**src/rtl/l2_link_pkg.sv**
```systemverilog
// Shared types and constants for the L2 side of the L1<->L2 block link.
// FSM state encoding, request-type codes and default sizes.
package l2_link_pkg;

   typedef enum logic [2:0] {
      IDLE,
      LOOKUP,
      MISS,
      RD_ISSUE,
      RD_WAIT,
      RD_HOLD,
      WR_ACCEPT,
      DONE
   } l2State_t;

   localparam logic RW_READ  = 1'b0;
   localparam logic RW_WRITE = 1'b1;

   localparam int DEF_BLOCK_WORDS = 4;
   localparam int PERF_W = 32;

endpackage

```
**src/rtl/l2_perf_counter.sv**
```systemverilog
// Saturating event counter for L2 responder statistics.
// Holds at all-ones instead of wrapping.
module l2_perf_counter
   import l2_link_pkg::*;
(
   input  logic              clock_i,
   input  logic              reset_i,
   input  logic              inc_i,
   output logic [PERF_W-1:0] count_o
);

   // count events, stick at the maximum value
   always_ff @(posedge clock_i or posedge reset_i) begin
      if (reset_i) begin
         count_o <= '0;
      end else if (inc_i && (count_o != '1)) begin
         count_o <= count_o + PERF_W'(1);
      end
   end

endmodule

```
**src/rtl/cache_l2_l1_responder.sv**
```systemverilog
// L2 responder for L1 block reads/writes, with miss hand-off to the fill engine.
// Optional hit/miss statistics when CACHE_L2_RESPONDER_PERF_EN is defined.
module cache_l2_l1_responder
   import l2_link_pkg::*;
#(
   parameter int BLOCK_WORDS = DEF_BLOCK_WORDS,
   parameter int ADDR_W      = 24,
   parameter int DATA_W      = 32
) (
   input  logic              clock_i,
   input  logic              reset_i,
   input  logic              l1_req_i,
   input  logic              l1_rw_i,
   input  logic [ADDR_W-1:0] l1_add_i,
   input  logic [DATA_W-1:0] l1_data_i,
   input  logic              l1_write_i,
   input  logic              l1_read_ack_i,
   output logic              l1_ready_o,
   output logic              l1_valid_o,
   output logic [DATA_W-1:0] l1_data_o,
   output logic              l1_write_ready_o,
   output logic              l1_done_o,
   output logic [ADDR_W-1:0] arr_add_o,
   output logic              arr_re_o,
   output logic              arr_we_o,
   output logic [DATA_W-1:0] arr_data_o,
   input  logic [DATA_W-1:0] arr_data_i,
   input  logic              arr_hit_i,
   output logic              miss_req_o,
   input  logic              miss_done_i,
   output logic              err_o
`ifdef CACHE_L2_RESPONDER_PERF_EN
   ,
   output logic [31:0]       perf_hit_o,
   output logic [31:0]       perf_miss_o
`endif
);

   localparam int CW = $clog2(BLOCK_WORDS);

   l2State_t          state;
   l2State_t          nextState;
   logic [ADDR_W-1:0] baseQ;
   logic              rwQ;
   logic [CW-1:0]     cnt;
   logic [CW-1:0]     cntNext;
   logic              refillQ;
   logic              armedQ;
   logic              validQ;
   logic [DATA_W-1:0] dataQ;
   logic              errQ;
   logic              accept;
   logic              loadData;
   logic              dropValid;
   logic              errSet;
   logic [ADDR_W-1:0] wordAdd;

   assign l1_valid_o = validQ;
   assign l1_data_o  = dataQ;
   assign err_o      = errQ;
   assign wordAdd    = baseQ | ADDR_W'(cnt);

   // next-state decode and combinational link/array outputs
   always_comb begin
      nextState        = state;
      cntNext          = cnt;
      accept           = 1'b0;
      loadData         = 1'b0;
      dropValid        = 1'b0;
      errSet           = 1'b0;
      l1_ready_o       = 1'b0;
      l1_write_ready_o = 1'b0;
      l1_done_o        = 1'b0;
      arr_add_o        = '0;
      arr_re_o         = 1'b0;
      arr_we_o         = 1'b0;
      arr_data_o       = '0;
      miss_req_o       = 1'b0;
      unique case (1'b1)
         (state == IDLE): begin
            l1_ready_o = armedQ;
            if (armedQ && l1_req_i) begin
               accept    = 1'b1;
               cntNext   = '0;
               nextState = LOOKUP;
            end
         end
         (state == LOOKUP): begin
            arr_add_o = baseQ;
            if (arr_hit_i) begin
               nextState = (rwQ == RW_WRITE) ? WR_ACCEPT : RD_ISSUE;
            end else begin
               errSet    = refillQ;
               nextState = MISS;
            end
         end
         (state == MISS): begin
            miss_req_o = 1'b1;
            if (miss_done_i) nextState = LOOKUP;
         end
         (state == RD_ISSUE): begin
            arr_re_o  = 1'b1;
            arr_add_o = wordAdd;
            nextState = RD_WAIT;
         end
         (state == RD_WAIT): begin
            loadData  = 1'b1;
            nextState = RD_HOLD;
         end
         (state == RD_HOLD): begin
            if (l1_read_ack_i) begin
               dropValid = 1'b1;
               cntNext   = cnt + CW'(1);
               nextState = (&cnt) ? DONE : RD_ISSUE;
            end
         end
         (state == WR_ACCEPT): begin
            l1_write_ready_o = 1'b1;
            if (l1_write_i) begin
               arr_we_o   = 1'b1;
               arr_add_o  = wordAdd;
               arr_data_o = l1_data_i;
               cntNext    = cnt + CW'(1);
               if (&cnt) nextState = DONE;
            end
         end
         (state == DONE): begin
            l1_done_o = 1'b1;
            nextState = IDLE;
         end
         default: nextState = IDLE;
      endcase
      if (l1_read_ack_i && !validQ) errSet = 1'b1;
      if (l1_write_i && !l1_write_ready_o) errSet = 1'b1;
   end

   // state, request latch, read word register and sticky error
   always_ff @(posedge clock_i or posedge reset_i) begin
      if (reset_i) begin
         state   <= IDLE;
         cnt     <= '0;
         baseQ   <= '0;
         rwQ     <= RW_READ;
         refillQ <= 1'b0;
         armedQ  <= 1'b0;
         validQ  <= 1'b0;
         dataQ   <= '0;
         errQ    <= 1'b0;
      end else begin
         armedQ <= 1'b1;
         state  <= nextState;
         cnt    <= cntNext;
         if (accept) begin
            baseQ   <= l1_add_i & ~ADDR_W'(BLOCK_WORDS - 1);
            rwQ     <= l1_rw_i;
            refillQ <= 1'b0;
         end else if ((state == MISS) && miss_done_i) begin
            refillQ <= 1'b1;
         end
         if (loadData) begin
            dataQ  <= arr_data_i;
            validQ <= 1'b1;
         end else if (dropValid) begin
            validQ <= 1'b0;
         end
         if (errSet) errQ <= 1'b1;
      end
   end

`ifdef CACHE_L2_RESPONDER_PERF_EN
   logic hitFirst;
   logic missEnter;

   assign hitFirst  = (state == LOOKUP) && arr_hit_i && !refillQ;
   assign missEnter = (state == LOOKUP) && !arr_hit_i;

   l2_perf_counter uHitCnt (
      .clock_i (clock_i),
      .reset_i (reset_i),
      .inc_i   (hitFirst),
      .count_o (perf_hit_o)
   );

   l2_perf_counter uMissCnt (
      .clock_i (clock_i),
      .reset_i (reset_i),
      .inc_i   (missEnter),
      .count_o (perf_miss_o)
   );
`endif

endmodule

```
**config.mk**
```make
export PLATFORM = sky130hd
export DESIGN_NAME = cache_l2_l1_responder
export DESIGN_NICKNAME = d
export VERILOG_FILES = /design/src/rtl/l2_link_pkg.sv /design/src/rtl/l2_perf_counter.sv /design/src/rtl/cache_l2_l1_responder.sv
export SDC_FILE = /design/constraint.sdc
export NUM_CORES = 1
export LEC_CHECK = 0
export BUFFER_PORTS_ARGS = -buffer_cell sky130_fd_sc_hd__buf_2
export CORE_UTILIZATION = 46
export CTS_CLUSTER_DIAMETER = 100
export CTS_CLUSTER_SIZE = 16
export DETAILED_ROUTE_END_ITERATION = 6
export GPL_TIMING_DRIVEN = 0
export HOLD_SLACK_MARGIN = 0.06
export PLACE_DENSITY = 0.86
export REMOVE_ABC_BUFFERS = 1
export SETUP_SLACK_MARGIN = 0.5
export SLEW_MARGIN = 10
export SYNTH_ARGS = -nofsm -noshare
export SYNTH_HDL_FRONTEND = slang
export SYNTH_HIERARCHICAL = 1
export SYNTH_SLANG_ARGS = --single-unit
```
**constraint.sdc**
```tcl
create_clock -name clock_i -period 3.4 [get_ports clock_i]
set_clock_uncertainty 0.1 [all_clocks]
set_input_delay 0.17 -clock clock_i [delete_from_list [all_inputs] [get_ports clock_i]]
set_output_delay 0.17 -clock clock_i [all_outputs]
set_load 0.01 [all_outputs]
```
==> results_dict.tcl, run 1 <==
set metrics [dict create \
    synth.area.mux_share_pct 23.0 \
    worst-path-buf-inv 2 \
    multiInputGateArea_sq_um 1400 \
    synth_compound_area_share_pct 4.02 \
    synth_top_family_by_area "multiplexers" \
    grt.met1_usage_pct 27.0 \
    cp-start-kind "flop" \
    seq_area_sq_um 1600 \
    ys_seq_area_share_pct 51.5 \
    grt_pass1_vias 2968 \
    yosysWarningCount 6 \
    crit_chain "nor2b_1 > nand2_1 > a221oi_1 > dlygate4sd3_1 > nand2_1 > dlygate4sd3_1" \
    r2r_end "err_o" \
    drtPass1Iterations 6 \
    gr-usage-met3_pct 7.96 \
    area_growth_syn_to_layout_pct 58.7 \
    failed_checks "design-rule violations" \
    crit_required_ns 3.52 \
    power_leakage_nw 2.65 \
    worst_ir_drop_vdd_mv 0.472 \
    drive_above_1_share_pct 54.0 \
    status "finished, violations left" \
    p_per_area_nw_per_um2 777 \
    grt.total_usage_pct 27.2 \
    ioPinCount 192 \
    htree_levels 3 \
    grt_remaining_overflow 0 \
    slew_headroom_pct 45.1 \
    dp_hpwl_mm 5.62 \
    cp.arrival_ns 2.83 \
    crit_type "flop to flop" \
    avgRoutedWirePerCell_um 16.2 \
    setup_viol 0 \
    async_reset_ff_share_pct 100 \
    synth_edf_count 0 \
    final_common_cell "buf_2" \
    max_cap_viol_count 0 \
    synth_fa_ha_area_share_pct 0.402 \
    rsz0062_at_grt "no" \
    root_buffer "clkbuf_8" \
    fmaxAchievable_mhz 368 \
    drt-vias-per-instance 4.94 \
    gp_congestion 0.858 \
    use_met2_pct 53.0 \
    cts_tree "built" \
    cts_setup_buffers 0 \
    path_max_fanout 17 \
    timing.final.crit_share_pct 79.8 \
    crit_start "state[0]" \
    crit_slowest_cell "dlygate4sd3_1" \
    routed_wl_mm 9.37 \
    die_height_um 84.2 \
    cp.depth 6 \
    cts_inserted_buffers 9 \
    final_cell_mix "buf_2, dfrtp_1, dlygate4sd3_1" \
    slew_violations 0 \
    grt_max_degree 65 \
    nNetsFinal 594 \
    fin_crit_ns 2.71 \
    endpoint_kind "flop" \
    synth_top_area_share_pct 51.5 \
    synthTopCellsByArea "dfrtp_1, mux2_2, and2_1" \
    hold_class "input pin to flop" \
    clk_pin_slew_ns 0.07 \
    cp-endpoint "err_o" \
    vias 2861 \
    floorplan.rows 29 \
    r2r_cells 6 \
    drtAntennaViolNets 0 \
    die-width_um 84.2 \
    initial_core_util_pct 48.5 \
    grt_pass1_wl_mm 14.6 \
    dr.first_iter.drc_count 123 \
    cp_slowest_stage_delay_ns 0.60 \
    clockBufferDepth 2 \
    clock_sinks 64 \
    core_sq_um 6420 \
    busiest_layer "met2" \
    fin_ws_ns 0.686 \
    r2r-start "state[0]" \
    n_antenna_cell 0 \
    antenna_found_initial 0 \
    synthSimpleGateAreaFrac_pct 17.1 \
    ys_types 35 \
    clkLatencyLatePin_ns 0.34 \
    placed_cell_area_sq_um 4090 \
    die-area_sq_um 7100 \
    tightest_slew_ns 0.821 \
    final_cell_area_sq_um 4940 \
    synth_area_per_cell_sq_um 12.5 \
    n_fill_cell 402 \
    fin_setup_tns_ns 0 \
    synth_area_sq_um 3110 \
    yosysTopAreaCell "dfrtp_1" \
    synth-xor-area-share_pct 0 \
    drc_errors 30 \
    cp_top_family "buffers and inverters" \
    fin_total_pwr_mw 3.84 \
    io_buffers 189 \
    post-place-ws_ns 0.760 \
    synthCells 249 \
    hold_viol 0 \
    ys_ff_latch 64 \
    reg2reg_slack_ns 0.69 \
    synth_flop_cell "dfrtp_1" \
]
[metal layers]
layer | share of wire, % | vias to the layer above
met5 | 0 | -
met4 | 2.2 | 0
met3 | 7.1 | 20
met2 | 56 | 151
met1 | 35 | 1357
li1 | - | 1333
[cells in the mapped netlist, drive strengths merged (3+ instances only)]
library cell  instances
mux2                 56
dfrtp                64
nand3b                3
clkbuf                7
inv                   7
nand2b                3
and3                  4
nand2                 9
nor3                  3
buf                   7
a21oi                12
and2                 54
nor2                  3
o21ai                 3
[worst min-delay path, stage by stage]
cell,delay [ns]
buf_2,0.14
nand2_1,0.07
a21o_1,0.11
[cell families after synthesis]
group                    Yosys count
AND/OR/NAND/NOR                   84
adder cells (fa/ha/maj)            1
buffers and inverters             21
other                              1
AO/OA/AOI/OAI                     21
multiplexers                      57
flip-flops                        64
[area by class of cell]
class / count / share of cell area, %
Clock buffer: 9 / 2.51
Clock inverter: 7 / 2.10
Tap cell: 77 / 1.95
Sequential cell: 64 / 32.4
Timing Repair Buffer: 251 / 32.1
Multi-Input combinational cell: 164 / 28.3
Inverter: 7 / 0.583
[worst min-delay path by stage]
stage                  startpoint            end  slack (ns)  cells after the start
finish              l1_read_ack_i     l1_valid_o        0.08                      3
global route        l1_read_ack_i     l1_valid_o        0.08                      3
CTS                 l1_read_ack_i     l1_valid_o        0.07                      3
detailed placement        reset_i  l1_data_o[25]        0.28                      2
global placement     l1_add_i[21]      baseQ[21]        0.30                      2
floorplan                l1_req_i        refillQ        0.16                      1
[flip-flops by register name, summed over array words and instances, names as in the netlist]
register	cells
refillQ	1
rwQ	1
state	3
armedQ	1
baseQ	22
l1_data_o	32
l1_valid_o	1
cnt	2
err_o	1
[power breakdown]
group | internal (mW) | total (mW) | leakage (nW) | switching [mW]
combinational | 0.918 | 1.67 | 1.77 | 0.753
clock | 0.421 | 0.741 | 0.114 | 0.320
sequential | 1.14 | 1.43 | 0.764 | 0.292
total | 2.48 | 3.84 | 2.65 | 1.36
[metrics by stage]
stage	util [%]	instances	hold slack [ns]
after floorplan	-	235	0.156
after global placement	63.2	501	0.301
after detailed placement	63.7	502	0.278
after CTS	76.8	579	0.0684
after global routing	76.9	579	0.0795
final	76.9	579	0.0840
[repair_timing]
| action | in CTS | in global routing |
|---|---|---|
| gates resized for setup | 1 | 2 |
| setup endpoints to repair | 32 | 10 |
| hold buffers | 61 | 0 |
| gates cloned | 0 | 0 |
| endpoints found under the hold margin | 121 | 0 |
(Power assumes the default switching activity.)
==> run 2, diff against run 1 <==
CORE_UTILIZATION = 43   (was 46)
PLACE_DENSITY = 0.81   (was 0.86)
clock period = 2.7 ns   (was 3.4 ns; I/O delays follow)
==> run 2 against run 1 <==
Net effect:
- the run now ends clean
- clock power decreased by 2%
- non-clock buffer count increased by 6
- sequential power increased by 25%
- sequential share of layout area decreased by 0.30 points
- routed wire length increased by 0.97%
- cell area increased by 1.1%
- final cell count increased by 4.5%
- critical path type is now flop to output pin
- critical endpoint is now arr_add_o[12]
==> results_dict.tcl, run 2 (synthesis results as in run 1) <==
set metrics [dict create \
    status "complete, no violations" \
    clk_pin_slew_ns 0.06 \
    grt_remaining_overflow 0 \
    gr-usage-met3_pct 5.88 \
    grt_pass1_wl_mm 14.5 \
    r2r-start "state[2]" \
    grt.total_usage_pct 25.8 \
    root_buffer "clkbuf_8" \
    floorplan.rows 30 \
    grt.met1_usage_pct 26.7 \
    power_leakage_nw 2.66 \
    final_cell_area_sq_um 4990 \
    drtPass1Iterations 4 \
    drtAntennaViolNets 0 \
    hp-start "miss_done_i" \
    cp.arrival_ns 1.91 \
    slew_violations 0 \
    avgRoutedWirePerCell_um 15.6 \
    hold_viol 0 \
    cp-start-kind "flop" \
    ioPinCount 192 \
    gp_congestion 0.866 \
    cts_inserted_buffers 9 \
    grt_max_degree 65 \
    holdPathEnd "state[1]" \
    fin_setup_tns_ns 0 \
    grt_pass1_vias 2974 \
    largest_register_ffs 32 \
    worst_ir_drop_vdd_mv 0.807 \
    htree_levels 3 \
    final_cell_mix "buf_2, dlygate4sd3_1, dfrtp_1" \
    fin_crit_ns 2.14 \
    initial_core_util_pct 45.1 \
    cts_tree "built" \
    n_antenna_cell 0 \
    io_buffers 189 \
    vias 2907 \
    rsz0062_at_grt "yes" \
    use_met2_pct 48.7 \
    antenna_found_initial 0 \
    clkLatencyLatePin_ns 0.33 \
    crit_required_ns 2.47 \
    clockBufferDepth 2 \
    timing.final.crit_share_pct 79.4 \
    reg2reg_slack_ns 0.76 \
    tightest_slew_ns 0.764 \
    r2r_cells 5 \
    setup_viol 0 \
    nNetsFinal 602 \
    final_common_cell "buf_2" \
    placed_cell_area_sq_um 4100 \
    hold_path_depth 3 \
    r2r_end "err_o" \
    drt-vias-per-instance 4.80 \
    finalCoreUtilization_pct 72.3 \
    routed_wl_mm 9.46 \
    path_max_fanout 17 \
    fmaxAchievable_mhz 467 \
    die-width_um 87.1 \
    dp_hpwl_mm 5.93 \
    drive_above_1_share_pct 54.6 \
    n_fill_cell 530 \
    max_cap_viol_count 0 \
    dr.first_iter.drc_count 96 \
    clock_sinks 64 \
    crit_type "flop to output pin" \
    drc_errors 0 \
    die-area_sq_um 7580 \
    core_sq_um 6910 \
    die_height_um 87.1 \
    endpoint_kind "output pin" \
    hold_class "input pin to flop" \
    crit_start "state[0]" \
    p_per_area_nw_per_um2 944 \
    slew_headroom_pct 49.1 \
    busiest_layer "met2" \
    area_growth_syn_to_layout_pct 60.5 \
]
run 2: power breakdown:
| group | internal, mW | total [mW] | switching, mW |
|---|---|---|---|
| combinational | 1.19 | 2.20 | 1.01 |
| sequential | 1.44 | 1.79 | 0.352 |
| clock | 0.375 | 0.727 | 0.352 |
run 2: per-layer routing:
layer,routed length (um),vias to the layer above,share of wire [%]
met5,0,-,0
met3,605,23,6.4
met2,5190,139,55
met1,3350,1395,35
li1,-,1350,-
met4,322,0,3.4
run 2: through the flow:
step	hold slack, ns	cells	setup slack (ns)	power [mW]
2_1_floorplan	0.121	235	0.467	2.98
3_3_place_gp	0.266	520	0.0309	3.65
3_5_place_dp	0.234	521	0.0643	3.76
4_1_cts	0.130	605	0.496	4.68
5_1_grt	0.141	605	0.448	5.04
6_report	0.158	605	0.557	4.71
run 2: layout make-up:
cell class	count	area, sq um	area share, %
Sequential cell	64	1610	32.1
Clock inverter	3	17.5	0.351
Timing Repair Buffer	257	1630	32.7
Tap cell	96	120	2.41
Inverter	7	28.8	0.576
Clock buffer	12	155	3.11
Multi-Input combinational cell	166	1440	28.7
run 2: what timing repair did:
action                     CTS  global route
pin swaps                    3             2
buffers inserted             5             0
setup endpoints to repair   87            42
hold buffers                62             0
hold endpoints to repair   122             0
gates cloned                 2             0
resized for setup            7             2
run 2: worst max-delay path by stage:
stage | endpoint | slack [ns] | depth (start not counted)
4_1_cts | arr_data_o[11] | 0.50 | 5
2_1_floorplan | l1_data_o[0] | 0.47 | 3
3_5_place_dp | arr_data_o[20] | 0.06 | 4
6_report | arr_add_o[12] | 0.56 | 5
3_3_place_gp | l1_data_o[0] | 0.03 | 3
5_1_grt | arr_add_o[6] | 0.45 | 5
run 2: critical path, cell delays in order (launching register included):
cell	delay, ns
dfrtp_2	0.53
nand3b_1	0.23
buf_4	0.19
o21ai_4	0.30
and2_1	0.19
buf_2	0.13
==> run 3, diff against run 2 <==
ABC_AREA = 1   (was unset)
clock period = 2.25 ns   (was 2.7 ns; I/O delays follow)
==> run 3 against run 2 <==
Net effect:
- sequential share of layout area shrank 1.3 points
- hold slack lost 0.0010 ns
- setup slack worse by 0.18 ns
- synthesized area rose by 0.92%
- routed wire length rose by 7.7%
- die area grew 0.90%
- clock power rose by 66%
- sequential cell count stayed put
- clock-buffer cell count shrank 3
- critical path type unchanged
- highest routed layer unchanged
==> results_dict.tcl, run 3 <==
set metrics [dict create \
    antenna_found_initial 1 \
    hold_viol 0 \
    p_per_area_nw_per_um2 1210 \
    root_buffer "clkbuf_8" \
    hold_class "input pin to flop" \
    fin_setup_tns_ns 0 \
    dp_hpwl_mm 5.85 \
    vias 3434 \
    synthTopCellsByArea "dfrtp_1, mux2_2, nor2_1" \
    io_buffers 189 \
    clockBufferDepth 2 \
    hp-start "l1_req_i" \
    drt-vias-per-instance 4.80 \
    endpoint_kind "output pin" \
    ioPinCount 192 \
    synth_area_sq_um 3140 \
    dr.first_iter.drc_count 159 \
    clock_sinks 64 \
    drtPass1Iterations 4 \
    final_cell_area_sq_um 5200 \
    drc_errors 0 \
    htree_levels 3 \
    gp_congestion 0.880 \
    avgRoutedWirePerCell_um 14.2 \
    multiInputGateArea_sq_um 1400 \
    final_cell_mix "buf_2, nor2_1, dfrtp_1" \
    synthCells 356 \
    die-area_sq_um 7650 \
    yosysTopAreaCell "dfrtp_1" \
    grt_pass1_wl_mm 15.1 \
    cts_inserted_buffers 9 \
    worst_ir_drop_vdd_mv 0.751 \
    r2r_end "state[1]" \
    ys_types 22 \
    status "complete, no violations" \
    r2r_cells 9 \
    initial_core_util_pct 45.5 \
    crit_start "state[2]" \
    finalCoreUtilization_pct 75.4 \
    slew_violations 0 \
    floorplan.rows 30 \
    holdWs_ns 0.157 \
    crit_type "flop to output pin" \
    yosysWarningCount 6 \
    cp-start-kind "flop" \
    routed_wl_mm 10.2 \
    fmaxAchievable_mhz 534 \
    grt_max_degree 65 \
    ys_ff_latch 64 \
    timing.final.crit_share_pct 83.3 \
    grt_pass1_vias 3355 \
    rsz0062_at_grt "yes" \
    die-width_um 87.5 \
    setup_viol 0 \
    cts_tree "built" \
    cp-endpoint "arr_add_o[19]" \
    fin_crit_ns 1.87 \
    async_reset_ff_share_pct 100 \
    cp.arrival_ns 1.66 \
    synth_flop_cell "dfrtp_1" \
    clkLatencyLatePin_ns 0.33 \
    crit_required_ns 2.04 \
    power_leakage_nw 2.81 \
    drive_above_1_share_pct 48.9 \
    drtAntennaViolNets 0 \
    synth_top_area_share_pct 51.0 \
    area_growth_syn_to_layout_pct 65.7 \
    synth_edf_count 0 \
    largest_register_ffs 32 \
    grt.total_usage_pct 26.0 \
    nNetsFinal 711 \
    grt_remaining_overflow 0 \
    core_sq_um 6910 \
    max_cap_viol_count 0 \
    reg2reg_slack_ns 0.56 \
    yosysMostFrequentCell "nor2_1" \
    slew_headroom_pct 47.6 \
    n_fill_cell 483 \
    r2r-start "state[0]" \
    synth_area_per_cell_sq_um 8.82 \
    placed_cell_area_sq_um 4070 \
    final_common_cell "buf_2" \
    tightest_slew_ns 0.786 \
    ys_seq_area_share_pct 51.0 \
    fin_total_pwr_mw 6.28 \
    synth_common_cells "nor2_1, dfrtp_1, nand2_1" \
    clk_pin_slew_ns 0.07 \
    path_max_fanout 6 \
    die_height_um 87.5 \
    seq_area_sq_um 1610 \
]
-- run 3: critical path: stages, from the launching register on --
cell	delay, ns
dfrtp_2	0.46
nand3_4	0.11
inv_4	0.07
nand2_4	0.06
nand2_8	0.13
clkinvlp_4	0.20
nor2_2	0.15
buf_2	0.13
-- run 3: power breakdown --
group          internal [mW]  total [mW]  switching, mW
sequential              1.70        1.98          0.280
clock                  0.738        1.21          0.472
combinational           1.35        3.09           1.74
total                   3.79        6.28           2.49
-- run 3: repair_timing --
action | 4_1_cts | 5_1_grt
setup endpoints to repair | 119 | 55
setup buffers | 11 | 3
cloned | 4 | 2
endpoints found under the hold margin | 123 | 0
pin swaps | 4 | 10
hold buffers | 59 | 0
gates resized for setup | 18 | 26
-- run 3: area by class of cell --
class / instances / share of cell area (%)
repair inverters: 3 / 0.433
multi-input cells: 232 / 26.8
diodes: 1 / 0.0481
clock buffers: 9 / 2.38
clock inverters: 7 / 2.31
flip-flops and latches: 64 / 30.8
repair buffers: 262 / 31.5
inverters: 42 / 3.34
well taps: 96 / 2.31
-- run 3: worst min-delay path by stage --
stage | end | slack (ns) | depth (start not counted)
after CTS | state[2] | 0.21 | 7
final | baseQ[14] | 0.16 | 3
after global placement | l1_data_o[11] | 0.24 | 2
after global routing | baseQ[2] | 0.16 | 3
after floorplan | err_o | 0.15 | 2
after detailed placement | l1_data_o[10] | 0.22 | 2
-- run 3: metrics by stage --
| step | setup WS, ns | cells |
|---|---|---|
| 2_1_floorplan | 0.209 | 335 |
| 3_5_place_dp | -0.212 | 620 |
| 6_report | 0.376 | 716 |
| 3_3_place_gp | -0.305 | 620 |
| 4_1_cts | 0.352 | 710 |
| 5_1_grt | 0.276 | 715 |
-- run 3: logic make-up (layout without fill, tap and decap cells) --
| kind of cell | after synthesis | after routing | synth area share, % |
|---|---|---|---|
| AOI/OAI and AO/OA | 30 | 30 | 5.98 |
| muxes | 32 | 32 | 11.5 |
| DFF | 64 | 64 | 51.0 |
| and+or+nand+nor | 165 | 168 | 21.6 |
| buffers and inverters | 63 | 323 | 9.40 |
| adders and majority gates | 1 | 1 | 0.398 |
| other | 1 | 2 | 0.119 |
-- run 3: routing by layer --
layer / part of all wire, % / track usage, %
met1: 38 / 28.1
met2: 52 / 47.2
met3: 7.7 / 6.45
met4: 2.9 / 12.8
met5: 0 / 0
